===== src/rtl/pulse_shape_upsampler_if.sv =====
// Bus bundles for the pulse-shape upsampler: AXI-Stream item port and CtrlPort slave.
interface pulse_shape_upsampler_axis_if #(
   parameter int unsigned ITEM_W = 32
);
   logic [ITEM_W-1:0] tdata;
   logic              tlast;
   logic              tvalid;
   logic              tready;

   modport master (output tdata, output tlast, output tvalid, input  tready);
   modport slave  (input  tdata, input  tlast, input  tvalid, output tready);
endinterface

interface pulse_shape_upsampler_ctrl_if;
   logic        req_wr;
   logic        req_rd;
   logic [19:0] req_addr;
   logic [31:0] req_data;
   logic        resp_ack;
   logic [31:0] resp_data;

   modport master (output req_wr, output req_rd, output req_addr, output req_data,
                   input  resp_ack, input resp_data);
   modport slave  (input  req_wr, input  req_rd, input  req_addr, input  req_data,
                   output resp_ack, output resp_data);
endinterface


===== src/rtl/pulse_shape_upsampler.sv =====
// Upsamples sc16 symbols by SPS (zero-stuff or repeat) ahead of the RRC FIR.
// SPS/mode are programmed over CtrlPort and only take effect at a packet start.
module pulse_shape_upsampler #(
   parameter int unsigned ITEM_W      = 32,
   parameter int unsigned MAX_SPS     = 16,
   parameter int unsigned DEFAULT_SPS = 4,
   parameter logic [19:0] REG_BASE    = 20'h0
) (
   input  logic                               axis_data_clk,
   input  logic                               axis_data_rst,
   pulse_shape_upsampler_ctrl_if.slave        s_ctrlport,
   pulse_shape_upsampler_axis_if.slave        s_in,
   pulse_shape_upsampler_axis_if.master       m_out
);

   localparam int unsigned CNT_W     = $clog2(MAX_SPS + 1);
   localparam logic [19:0] ADDR_CTRL = REG_BASE;
   localparam logic [19:0] ADDR_PKT  = REG_BASE + 20'd4;

   typedef enum logic {ST_IDLE, ST_EMIT} state_e;

   state_e              state_q, state_d;
   logic [CNT_W-1:0]    phase_q, phase_d;
   logic [ITEM_W-1:0]   sample_q, sample_d;
   logic                last_q, last_d;
   logic                sop_q, sop_d;
   logic [CNT_W-1:0]    sps_act_q, sps_act_d;
   logic                mode_act_q, mode_act_d;
   logic [31:0]         pkt_cnt_q, pkt_cnt_d;
   logic [CNT_W-1:0]    sps_reg_q, sps_reg_d;
   logic                mode_q, mode_d;
   logic                ack_q, ack_d;
   logic [31:0]         rdata_q, rdata_d;

   logic                in_ready_c;
   logic                out_valid_c;
   logic                load_c;
   logic                sop_eff_c;
   logic                last_phase_c;
   logic [4:0]          wr_sps_c;
   logic                unused_ctrl_bits;

   assign last_phase_c = (phase_q == sps_act_q - CNT_W'(1));

   // Symbol sequencing; a back-to-back accept sees the sop value produced this cycle
   always_comb begin
      state_d     = state_q;
      phase_d     = phase_q;
      sample_d    = sample_q;
      last_d      = last_q;
      sop_d       = sop_q;
      sps_act_d   = sps_act_q;
      mode_act_d  = mode_act_q;
      pkt_cnt_d   = pkt_cnt_q;
      in_ready_c  = 1'b0;
      out_valid_c = 1'b0;
      load_c      = 1'b0;
      sop_eff_c   = sop_q;

      case (state_q)
         ST_IDLE: begin
            in_ready_c = 1'b1;
            load_c     = s_in.tvalid;
         end
         ST_EMIT: begin
            out_valid_c = 1'b1;
            if (m_out.tready) begin
               if (last_phase_c) begin
                  sop_d      = last_q;
                  sop_eff_c  = last_q;
                  in_ready_c = 1'b1;
                  load_c     = s_in.tvalid;
                  if (last_q) pkt_cnt_d = pkt_cnt_q + 32'd1;
                  if (!s_in.tvalid) state_d = ST_IDLE;
               end else begin
                  phase_d = phase_q + CNT_W'(1);
               end
            end
         end
         default: state_d = ST_IDLE;
      endcase

      if (axis_data_rst) begin
         in_ready_c  = 1'b0;
         out_valid_c = 1'b0;
         load_c      = 1'b0;
      end

      if (load_c) begin
         state_d  = ST_EMIT;
         phase_d  = '0;
         sample_d = s_in.tdata;
         last_d   = s_in.tlast;
         if (sop_eff_c) begin
            sps_act_d  = sps_reg_q;
            mode_act_d = mode_q;
         end
      end
   end

   // CtrlPort decode; out-of-range SPS writes keep the old SPS but still update MODE
   always_comb begin
      sps_reg_d = sps_reg_q;
      mode_d    = mode_q;
      ack_d     = s_ctrlport.req_wr | s_ctrlport.req_rd;
      rdata_d   = '0;
      wr_sps_c  = s_ctrlport.req_data[4:0];

      if (s_ctrlport.req_wr && s_ctrlport.req_addr == ADDR_CTRL) begin
         mode_d = s_ctrlport.req_data[8];
         if (wr_sps_c != 5'd0 && 32'(wr_sps_c) <= MAX_SPS) sps_reg_d = CNT_W'(wr_sps_c);
      end

      if (s_ctrlport.req_rd) begin
         if (s_ctrlport.req_addr == ADDR_CTRL)
            rdata_d = {23'd0, mode_q, 3'd0, 5'(sps_reg_q)};
         else if (s_ctrlport.req_addr == ADDR_PKT)
            rdata_d = pkt_cnt_q;
      end
   end

   assign unused_ctrl_bits = ^{s_ctrlport.req_data[31:9], s_ctrlport.req_data[7:5]};

   always_ff @(posedge axis_data_clk) begin
      if (axis_data_rst) begin
         state_q    <= ST_IDLE;
         phase_q    <= '0;
         sample_q   <= '0;
         last_q     <= 1'b0;
         sop_q      <= 1'b1;
         sps_act_q  <= CNT_W'(DEFAULT_SPS);
         mode_act_q <= 1'b0;
         pkt_cnt_q  <= '0;
         sps_reg_q  <= CNT_W'(DEFAULT_SPS);
         mode_q     <= 1'b0;
         ack_q      <= 1'b0;
         rdata_q    <= '0;
      end else begin
         state_q    <= state_d;
         phase_q    <= phase_d;
         sample_q   <= sample_d;
         last_q     <= last_d;
         sop_q      <= sop_d;
         sps_act_q  <= sps_act_d;
         mode_act_q <= mode_act_d;
         pkt_cnt_q  <= pkt_cnt_d;
         sps_reg_q  <= sps_reg_d;
         mode_q     <= mode_d;
         ack_q      <= ack_d;
         rdata_q    <= rdata_d;
      end
   end

   assign s_in.tready          = in_ready_c;
   assign m_out.tvalid         = out_valid_c;
   assign m_out.tdata          = (out_valid_c && (phase_q == '0 || mode_act_q)) ? sample_q : '0;
   assign m_out.tlast          = out_valid_c && last_q && last_phase_c;
   assign s_ctrlport.resp_ack  = ack_q;
   assign s_ctrlport.resp_data = rdata_q;

endmodule


===== src/flat_wrapper.sv =====
// flat-port wrapper written by rule: the top's interface ports become plain ports
module pulse_shape_upsampler_flat 
#(
   parameter int unsigned ITEM_W      = 32,
   parameter int unsigned MAX_SPS     = 16,
   parameter int unsigned DEFAULT_SPS = 4,
   parameter logic [19:0] REG_BASE    = 20'h0
)
  (axis_data_clk, axis_data_rst, s_ctrlport_req_wr, s_ctrlport_req_rd, s_ctrlport_req_addr, s_ctrlport_req_data, s_ctrlport_resp_ack, s_ctrlport_resp_data, s_in_tdata, s_in_tlast, s_in_tvalid, s_in_tready, m_out_tdata, m_out_tlast, m_out_tvalid, m_out_tready);
  pulse_shape_upsampler_ctrl_if s_ctrlport_i ();
  pulse_shape_upsampler_axis_if #(.ITEM_W(ITEM_W)) s_in_i ();
  pulse_shape_upsampler_axis_if #(.ITEM_W(ITEM_W)) m_out_i ();
  input  logic axis_data_clk;
  input  logic axis_data_rst;
  input wire logic [$bits(s_ctrlport_i.req_wr)-1:0] s_ctrlport_req_wr;
  input wire logic [$bits(s_ctrlport_i.req_rd)-1:0] s_ctrlport_req_rd;
  input wire logic [$bits(s_ctrlport_i.req_addr)-1:0] s_ctrlport_req_addr;
  input wire logic [$bits(s_ctrlport_i.req_data)-1:0] s_ctrlport_req_data;
  output wire logic [$bits(s_ctrlport_i.resp_ack)-1:0] s_ctrlport_resp_ack;
  output wire logic [$bits(s_ctrlport_i.resp_data)-1:0] s_ctrlport_resp_data;
  input wire logic [$bits(s_in_i.tdata)-1:0] s_in_tdata;
  input wire logic [$bits(s_in_i.tlast)-1:0] s_in_tlast;
  input wire logic [$bits(s_in_i.tvalid)-1:0] s_in_tvalid;
  output wire logic [$bits(s_in_i.tready)-1:0] s_in_tready;
  output wire logic [$bits(m_out_i.tdata)-1:0] m_out_tdata;
  output wire logic [$bits(m_out_i.tlast)-1:0] m_out_tlast;
  output wire logic [$bits(m_out_i.tvalid)-1:0] m_out_tvalid;
  input wire logic [$bits(m_out_i.tready)-1:0] m_out_tready;
  assign s_ctrlport_i.req_wr = s_ctrlport_req_wr;
  assign s_ctrlport_i.req_rd = s_ctrlport_req_rd;
  assign s_ctrlport_i.req_addr = s_ctrlport_req_addr;
  assign s_ctrlport_i.req_data = s_ctrlport_req_data;
  assign s_ctrlport_resp_ack = s_ctrlport_i.resp_ack;
  assign s_ctrlport_resp_data = s_ctrlport_i.resp_data;
  assign s_in_i.tdata = s_in_tdata;
  assign s_in_i.tlast = s_in_tlast;
  assign s_in_i.tvalid = s_in_tvalid;
  assign s_in_tready = s_in_i.tready;
  assign m_out_tdata = m_out_i.tdata;
  assign m_out_tlast = m_out_i.tlast;
  assign m_out_tvalid = m_out_i.tvalid;
  assign m_out_i.tready = m_out_tready;
  pulse_shape_upsampler #(.ITEM_W(ITEM_W), .MAX_SPS(MAX_SPS), .DEFAULT_SPS(DEFAULT_SPS), .REG_BASE(REG_BASE)) u_core (.axis_data_clk(axis_data_clk), .axis_data_rst(axis_data_rst), .s_ctrlport(s_ctrlport_i), .s_in(s_in_i), .m_out(m_out_i));
endmodule

===== config.mk =====
export PLATFORM = sky130hd
export DESIGN_NAME = pulse_shape_upsampler_flat
export DESIGN_NICKNAME = d
export VERILOG_FILES = /design/src/rtl/pulse_shape_upsampler_if.sv /design/src/rtl/pulse_shape_upsampler.sv /design/src/flat_wrapper.sv
export SDC_FILE = /design/constraint.sdc
export NUM_CORES = 1
export LEC_CHECK = 0
export ABC_AREA = 1
export ABC_CLOCK_PERIOD_IN_PS = 2800
export CAP_MARGIN = 5
export CORE_ASPECT_RATIO = 1.75
export CORE_MARGIN = 1.5
export CORE_UTILIZATION = 32
export DETAILED_ROUTE_END_ITERATION = 7
export HOLD_SLACK_MARGIN = 0.08
export MAX_ROUTING_LAYER = met4
export PLACE_DENSITY = 0.57
export SYNTH_ARGS = -nofsm -noshare
export SYNTH_HDL_FRONTEND = slang
export SYNTH_SLANG_ARGS = --single-unit

===== constraint.sdc =====
create_clock -name axis_data_clk -period 2.8 [get_ports axis_data_clk]
set_clock_uncertainty 0.15 [all_clocks]
set_input_delay 0.28 -clock axis_data_clk [delete_from_list [all_inputs] [get_ports axis_data_clk]]
set_output_delay 0.28 -clock axis_data_clk [all_outputs]
set_load 0.01 [all_outputs]

==> results.tsv <==
stage	metric	value	unit
run_status	status	completed	
critical_path	cp_slowest_stage_delay	0.59	ns
hold_path	holdCritPathClass	primary input to flip-flop	
route	wirelength	14500	µm
route	drtPass1Iterations	4	
hold_path	worst_hold_path.num_cells	3	
grt	busiest_layer	met2	
grt	met3_usage	3.58	%
floorplan	dieArea	0.0171	mm²
hold_path	hold_path_end	u_core.sample_q[6]	
yosys	synth_nets	837	
grt	grt_pass1_wl	23300	µm
floorplan	die_x	99.4	µm
pwr	p_leak	0.00271	µW
timing	slew_viol_final	0	
timing	period_share	95.3	%
clock_tree	cts_buffers	17	
grt	grt_usage	18.1	%
critical_path	crit_chain	inv_1, ha_1, nand3_1, o21ai_0, nand2_1, buf_6, nor2_1, clkdlybuf4s50_1	
yosys	synthesis.area	0.00520	mm²
timing	min_period	2.67	ns
layout	syn2layout_area_growth	40.5	%
yosys	synth_cells	742	
layout	drive_gt1_share	6.85	%
placed_design	place.gp.congestion	0.913	
yosys	synth-seq-area-share	45.0	%
route	num_vias	4888	
timing	slew_headroom	64.0	%
critical_path	arrival	2.24	ns
route	drtIter0Drc	159	
route	avgViaCountPerCell	4.53	
floorplan	core	0.0159	mm²
placed_design	dpl.hpwl	10800	µm
timing	finalSetupTns	0	ns
timing	report.final.setup_viol	0	
floorplan	chipHeight	172	µm
hold_path	min_from	s_in_tdata[6]	
clock_tree	cts.sinks	117	
clock_tree	cts_root_buf	clkbuf_16	
layout	finalNetCount	973	
clock_tree	clockBufferDepth	2	
route	drc	0	
timing	worstMarginPinSlew	0.540	ns
timing	fin_ws	0.132	ns
timing	rsz0062_at_grt	no	
floorplan	ioPinCount	159	
critical_path	start_kind	flip-flop	
placed_design	dpl_cell_area	0.00668	mm²
clock_tree	clock_latency	0.42	ns
clock_tree	post_cts_buffers	0	
timing	finalHoldViolCount	0	
layout	antenna_cells	0	
critical_path	crit_path_max_fanout	32	
yosys	syn_avg_cell_area	7.01	µm²
critical_path	reg2reg_to	u_core.pkt_cnt_q[11]	
clock_tree	h-tree-depth	4	
critical_path	reg2reg_slack	0.35	ns
placed_design	portBuffers	132	
critical_path	critical_path_class	flip-flop to primary output	
grt	grt_overflow	0	
layout	fin_area	0.00731	mm²
critical_path	crit_path_top_delay_cell	clkdlybuf4s50_1	
grt	antenna_found_initial	0	
grt	grt_use_met1	17.1	%
pwr	ir_drop	0.345	mV
critical_path	cp_data_required_time	2.37	ns
critical_path	end_kind	primary output	
run	cap_viol_max_count	0	
route	ant_nets	0	
timing	fmax	0.375	GHz
yosys	yosysWarningCount	0	
route	routedWlPerCell	13.4	µm
critical_path	r2r_cells	15	
grt	grt_use_met2	34.2	%
grt	grt_max_degree	43	
clock_tree	clk_pin_slew	0.05	ns
yosys	yosys-top-cells-area	dfxtp_1, nand2_1, nor2_1	
grt	grt_pass1_vias	4870	
yosys	synth_top_cell_by_area	dfxtp_1	
clock_tree	cts_tree	yes	
floorplan	rows	61	
critical_path	r2r_start	u_core.sps_act_q[0]	
yosys	yosysUniqueCellTypes	34	
floorplan	initial_core_util	32.8	%
placed_design	pre_cts_ws	0.319	ns
yosys	ys_seq_elements	117	
yosys	synth_top_cell_area_share	45.0	%
pwr	p_per_area	580	mW/mm²
[metal layers]
layer	vias to the layer above	part of all wire (%)
met5	-	0
li1	2584	-
met1	2152	38
met2	112	54
met3	40	3.8
met4	0	4.1
[cells by family after synthesis]
| group | after synthesis | share of synthesized area [%] |
|---|---|---|
| xor gates and xnor gates | 21 | 3.53 |
| DFF | 117 | 45.0 |
| buffers and inverters | 132 | 10.8 |
| adders and majority gates | 4 | 0.962 |
| and+or+nand+nor | 382 | 31.2 |
| AOI/OAI and AO/OA | 86 | 8.49 |
[cell usage after synthesis (all sizes together)]
cell and instances:
nand2 178, a21boi 1, or2 1, nor3b 2, nor2 127, nor4 2
inv 107, dfxtp 117, buf 12, o22ai 2, nand4 12, o21ai 46
clkinv 1, nor3 36, a21oi 36, clkbuf 12, nand3 24, o211ai 1
xor2 21, ha 4
[worst max-delay path, delay by kind of cell (launching register included)]
| kind | cells | cell delay (ns) |
|---|---|---|
| AOI/OAI and AO/OA | 1 | 0.16 |
| DFF | 1 | 0.33 |
| buffers and inverters | 3 | 0.88 |
| adders and majority gates | 1 | 0.15 |
| and+or+nand+nor | 3 | 0.29 |
[timing repair]
| item | 4_1_cts | 5_1_grt |
|---|---|---|
| gates resized for setup | 2 | 8 |
| hold buffers | 0 | 0 |
| setup endpoints to repair | 2 | 34 |
| endpoints found under the hold margin | 0 | 0 |
[worst max path at each step]
stage,startpoint,endpoint,slack [ns],depth (start not counted)
2_1_floorplan,u_core.sps_act_q[0],m_out_tlast,0.83,10
3_3_place_gp,u_core.sps_act_q[0],m_out_tlast,0.36,11
3_5_place_dp,u_core.sps_act_q[0],m_out_tlast,0.32,11
4_1_cts,u_core.phase_q[1],m_out_tdata[8],0.07,8
5_1_grt,u_core.phase_q[1],m_out_tdata[24],0.0001,8
6_report,u_core.phase_q[1],m_out_tdata[25],0.13,8
[flip-flops by register name, indices dropped and copies added, names as in the netlist]
register	count
u_core.pkt_cnt_q	32
u_core.sps_act_q	5
u_core.sop_q	1
u_core.last_q	1
u_core.sps_reg_q	5
u_core.phase_q	5
u_core.sample_q	32
u_core.s_ctrlport.resp_data	32
u_core.s_ctrlport.resp_ack	1
u_core.state_q	1
u_core.mode_act_q	1
u_core.mode_q	1
[where the power goes]
part,total (µW),internal [µW],switching (µW)
logic,244,129,115
registers,1710,1700,9.73
clock network,2290,1490,799
[through the flow]
| step | hold WS (ns) | util (%) | power, µW | instances |
|---|---|---|---|---|
| after floorplan | 0.243 | - | 1850 | 742 |
| after global placement | 0.287 | 42.1 | 1990 | 1048 |
| after detailed placement | 0.301 | 42.1 | 1990 | 1048 |
| after CTS | 0.260 | 46.0 | 4290 | 1080 |
| after global routing | 0.265 | 46.1 | 4380 | 1080 |
| final | 0.268 | 46.1 | 4240 | 1080 |
[final cells by class]
type / instances / area, µm²
timing repair buffer: 141 / 1400
clock buffer: 21 / 480
sequential: 117 / 2340
clock inverter: 11 / 148
tap: 189 / 236
fill: 1637 / 8560
multi-input combinational: 493 / 2300
inverter: 108 / 405
[placed cells by master (no fill, tap or decap), types with 21 or more instances in the layout]
cell             count
nor3_1              34
nand2_1            176
nor2_1             123
dfxtp_1            117
a21oi_1             35
inv_1              103
clkdlybuf4s50_1    126
nand3_1             22
xor2_1              21
o21ai_1             30
Power figures use the tool's default switching activity.
